$ cat src/rtl/regfile_pkg.sv
// ----------------------------------------------------------------------------
// regfile_pkg
// Shared CPU defines for the write-back to register-file interface. The
// write-back stage packs its request with these positions and the register
// file unpacks it with the same ones:
//   wb2rf_bus = {rf_we, rf_waddr[4:0], rf_wdata[31:0]}
// ----------------------------------------------------------------------------
package regfile_pkg;

    localparam int WB2RF_WD    = 38;
    localparam int RF_WE_BIT   = 37;
    localparam int RF_WADDR_HI = 36;
    localparam int RF_WADDR_LO = 32;
    localparam int RF_WDATA_HI = 31;
    localparam int RF_WDATA_LO = 0;

    localparam int RF_AW = RF_WADDR_HI - RF_WADDR_LO + 1;
    localparam int RF_DW = RF_WDATA_HI - RF_WDATA_LO + 1;

    typedef logic [RF_AW-1:0] rf_addr_t;
    typedef logic [RF_DW-1:0] rf_data_t;

    // Storage for x1..x31 only; x0 is hardwired and never stored.
    typedef logic [31:1][RF_DW-1:0] rf_array_t;

endpackage

$ cat src/rtl/regfile_read_port.sv
// ----------------------------------------------------------------------------
// rf_read_port
// One combinational read port of the register file.
// Ports:
//   rst_n  in   reset, active-low; forces zero output while asserted
//   raddr  in   register index to read
//   wr_en  in   qualified write strobe (rf_we and rf_waddr != 0)
//   waddr  in   write index, compared for bypass
//   wdata  in   write data, forwarded on bypass
//   regs   in   stored x1..x31
//   rdata  out  read data
// ----------------------------------------------------------------------------
module rf_read_port
    import regfile_pkg::*;
(
    input  logic      rst_n,
    input  rf_addr_t  raddr,
    input  logic      wr_en,
    input  rf_addr_t  waddr,
    input  rf_data_t  wdata,
    input  rf_array_t regs,
    output rf_data_t  rdata
);

    always_comb begin
        rdata = '0;
        if (!rst_n || raddr == '0) begin
            rdata = '0;
        end else if (wr_en && waddr == raddr) begin
            // Write-before-read: the value being written this cycle wins.
            rdata = wdata;
        end else begin
            rdata = regs[raddr];
        end
    end

endmodule

$ cat src/rtl/regfile.sv
// ----------------------------------------------------------------------------
// regfile
// 31 x 32-bit architectural register file (x0 reads as zero) with two
// combinational read ports and one write port from the write-back stage.
// Ports:
//   clk        in   clock, rising-edge
//   rst_n      in   asynchronous active-low reset, clears x1..x31
//   wb2rf_bus  in   {rf_we, rf_waddr, rf_wdata}
//   raddr1/2   in   read indices
//   rdata1/2   out  read data, zero latency, bypassed from the write port
// ----------------------------------------------------------------------------
module regfile
    import regfile_pkg::*;
#(
    parameter int WB2RF_WD = regfile_pkg::WB2RF_WD
) (
    input  logic                clk,
    input  logic                rst_n,
    input  logic [WB2RF_WD-1:0] wb2rf_bus,
    input  logic [4:0]          raddr1,
    output logic [31:0]         rdata1,
    input  logic [4:0]          raddr2,
    output logic [31:0]         rdata2
);

    logic      rf_we;
    rf_addr_t  rf_waddr;
    rf_data_t  rf_wdata;
    logic      wr_en;
    rf_array_t regs;

    assign rf_we    = wb2rf_bus[RF_WE_BIT];
    assign rf_waddr = wb2rf_bus[RF_WADDR_HI:RF_WADDR_LO];
    assign rf_wdata = wb2rf_bus[RF_WDATA_HI:RF_WDATA_LO];

    // Writes to x0 are dropped here so neither storage nor bypass sees them.
    assign wr_en = rf_we && (rf_waddr != '0);

    always_ff @(posedge clk or negedge rst_n) begin
        if (!rst_n) begin
            regs <= '0;
        end else if (wr_en) begin
            regs[rf_waddr] <= rf_wdata;
        end
    end

    rf_read_port u_rd1 (
        .rst_n (rst_n),
        .raddr (raddr1),
        .wr_en (wr_en),
        .waddr (rf_waddr),
        .wdata (rf_wdata),
        .regs  (regs),
        .rdata (rdata1)
    );

    rf_read_port u_rd2 (
        .rst_n (rst_n),
        .raddr (raddr2),
        .wr_en (wr_en),
        .waddr (rf_waddr),
        .wdata (rf_wdata),
        .regs  (regs),
        .rdata (rdata2)
    );

endmodule

$ cat config.mk
export PLATFORM = sky130hd
export DESIGN_NAME = regfile
export DESIGN_NICKNAME = d
export VERILOG_FILES = /design/src/rtl/regfile_pkg.sv /design/src/rtl/regfile_read_port.sv /design/src/rtl/regfile.sv
export SDC_FILE = /design/constraint.sdc
export NUM_CORES = 2
export LEC_CHECK = 0
export ABC_CLOCK_PERIOD_IN_PS = 2750
export BUFFER_PORTS_ARGS = -buffer_cell sky130_fd_sc_hd__buf_2
export CAP_MARGIN = 40
export CORE_MARGIN = 4
export CORE_UTILIZATION = 55
export CTS_CLUSTER_DIAMETER = 120
export CTS_CLUSTER_SIZE = 30
export DETAILED_ROUTE_END_ITERATION = 10
export HOLD_SLACK_MARGIN = 0.03
export PLACE_DENSITY_LB_ADDON = 0.1
export SETUP_SLACK_MARGIN = 0.15
export SYNTH_ARGS = -nofsm -noshare
export SYNTH_HDL_FRONTEND = slang
export SYNTH_SLANG_ARGS = --single-unit
$ cat constraint.sdc
create_clock -name clk -period 2.75 [get_ports clk]
set_clock_uncertainty 0.15 [all_clocks]
set_input_delay 0 -clock clk [delete_from_list [all_inputs] [get_ports clk]]
set_output_delay 0 -clock clk [all_outputs]
set_load 0.005 [all_outputs]
==> metrics.cfg <==
[outcome]
outcome=finished with violations
failed_checks=setup timing

[sta]
setup_viol=7
layout_setup_ws_ns=-0.0761
rsz0062_at_grt=yes
hold_viol_final=0
fin_crit_sh=1.03
relSlewSlack=0.271
fmax_mhz=354
post-route-min-period_ns=2.83
tightest_slew_ns=1.09
holdWs_ns=0.103
slew_violations=0

[route]
routed_via_density=7.16
wirelength_microns=180000
first_pass_iters=6
drc_errors=0
num_vias=36600
drtIter0Drc=4266
antenna_left=0
routedWlPerCell_microns=35.3

[cts]
cts_buffer_depth=3
clk-insertion-delay-late_ns=0.64
tritoncts=yes
clkSlewWorstSetupHoldPaths_ns=0.12
cts_buffers=39
cts_root_buf=clkbuf_16
cts_num_sinks=992
cts_max_level=2

[logic_synthesis]
synth-edff-count=0
async_flop_share=1.00
syn-instance-count=3740
yosys_register_bits=992
ys.flop_type=dfrtp_1
seq_area_frac_synth=0.458
syn-num-nets=3790
synthesis.area_sq_um=54200
syn_area_per_cell_sq_um=14.5
ys_warn_count=0
synth_cell_types=55

[final_layout]
final_common_cell=mux2_2
reg_top3=regs x992
largest_register_ffs=992
multi_input_area_sq_um=28200
nets=3863
final_area_sq_um=59700
fill_cells=7350
final-instance-count-excl-fill=5110
final_layout_size_suffix_gt1_frac=0.549
layout.area.seq_sq_um=24800
regMostFlops=regs
area_growth_pct=10.2
layout_common_cells=mux2_2 (1126), dfrtp_1 (992), mux4_2 (398)

[setup_path]
path_common_cell=mux4_2
crit_family=multiplexers
path_buf_inv=1
max_stage_delay_ns=0.51
crit_chain=mux4_2 > mux4_2 > a221o_1 > buf_2
crit_type=reg -> out
ff2ff_path_depth=3
ff2ff_setup_slack_ns=1.61
critical_path_required_ns=2.60
worstReg2RegEnd=regs[456]
r2r_start=regs[456]
slowest_stage=mux4_2
start_kind=flip-flop
critPathMaxFanout=2
critPathArrivalTime_ns=2.68
cp-end-kind=output port

[placed_design]
gp_congestion=0.889
hpwl_microns=112000
port_buffers=113
place_area_sq_um=57100
dp_slack_ns=0.244
placed_cells=4945

[power]
p_leak_nw=25.9
vdd_ir_drop_max_v=0.000426
power.density_nw_per_um2=621

[flow_run]
cap_viol_max_count=0

[worst_hold_path]
hold_class=in -> async

[floorplan]
start_util=0.557
die_h_microns=322
io_pins=114
rows=114
coreArea_sq_um=97300
die_w_microns=322
floorplan.die_area_sq_um=104000

[global_routing]
gr-total-overflow=0
antenna_found_initial=20
grt_pass1_vias=37700
grt.total_usage=0.348
grt_pass1_wl_microns=264000
grt_max_degree=176

==> layout make-up <==
class / instances / share of cell area
antenna: 14 / 0.000587
clock inverter: 4 / 0.00130
clock buffer: 44 / 0.0175
timing repair buffer: 431 / 0.0656
inverter: 3 / 0.000189
multi-input combinational: 2346 / 0.472
sequential: 992 / 0.416
tap: 1276 / 0.0267
==> cells in the mapped netlist, drive strengths merged (4+ instances only) <==
| cell type | n | share of area |
|---|---|---|
| mux2 | 1131 | 0.24 |
| dfrtp | 992 | 0.46 |
| mux4 | 398 | 0.17 |
| buf | 211 | 0.021 |
| clkbuf | 188 | 0.013 |
| mux2i | 160 | 0.030 |
| nand2 | 84 | 0.0058 |
| nor2 | 78 | 0.0054 |
| a21oi | 74 | 0.0068 |
| a221o | 45 | 0.0083 |
| nor2b | 44 | 0.0051 |
| o21ai | 40 | 0.0037 |
| o22ai | 36 | 0.0042 |
| a22oi | 32 | 0.0044 |
| a211oi | 28 | 0.0040 |
| a221oi | 20 | 0.0032 |
| o211ai | 17 | 0.0024 |
| a32oi | 16 | 0.0026 |
| o221ai | 15 | 0.0024 |
| nand2b | 14 | 0.0016 |
| a22o | 13 | 0.0021 |
| a31o | 12 | 0.0019 |
| o311a | 12 | 0.0022 |
| a311oi | 8 | 0.0013 |
| nor3b | 8 | 0.0011 |
| xor2 | 8 | 0.0013 |
| a31oi | 7 | 0.00081 |
| nor4b | 7 | 0.0011 |
| nand3 | 5 | 0.00046 |
| nand3b | 5 | 0.00069 |
| or2 | 4 | 0.00046 |
==> report_power, final <==
group	internal (mW)	total, mW	switching (mW)	leakage [nW]
Clock	2.95	7.66	4.71	0.552
Combinational	5.89	9.84	3.95	12.7
Sequential	17.4	19.6	2.17	12.7
==> what timing repair did <==
item                       in CTS  in global routing
buffers inserted               46                 21
hold buffers                   35                  0
hold endpoints to repair     1511                  0
pin swaps                      43                 39
gates resized for setup        61                 65
setup endpoints to repair      45                 58
==> metal layers <==
metal | vias to the layer above | share of wire | GRT usage
met4 | 4 | 0.037 | 0.113
met2 | 1972 | 0.45 | 0.529
met1 | 19700 | 0.41 | 0.506
li1 | 14500 | - | -
met3 | 376 | 0.10 | 0.0750
met5 | - | 0.00015 | 0
==> worst reg2reg max path, stage by stage, from the launching register on <==
cell and delay (ns):
dfrtp_1 0.41, buf_6 0.12, buf_6 0.10, mux2_2 0.25
==> kinds of logic (layout without fill, tap and decap cells) <==
kind of cell	count (synthesis)	count (layout)	share of synthesized area
buf+inv	402	482	0.0345
compound gates	387	387	0.0523
mux	1689	1689	0.430
simple gates	260	260	0.0232
xor+xnor	10	10	0.00162
other cells	0	14	0
flops	992	992	0.458
==> worst max-delay path by stage <==
stage	start	end	slack, ns	depth (start not counted)
2_1_floorplan	raddr2[0]	rdata2[9]	0.87	5
3_3_place_gp	raddr1[1]	rdata1[30]	0.28	8
3_5_place_dp	raddr2[0]	rdata2[5]	0.24	9
4_1_cts	regs[227]	rdata2[3]	-0.09	4
5_1_grt	regs[963]	rdata2[3]	-0.11	4
6_report	regs[227]	rdata2[3]	-0.08	4
==> metrics by stage <==
stage,total power [mW],util,setup TNS [ns]
floorplan,25.9,-,0
global placement,28.3,0.587,0
detailed placement,28.9,0.587,0
CTS,36.8,0.608,-0.446
global route,38.6,0.613,-0.757
finish,37.1,0.614,-0.181
No activity file was read; power rests on OpenSTA's default activity.
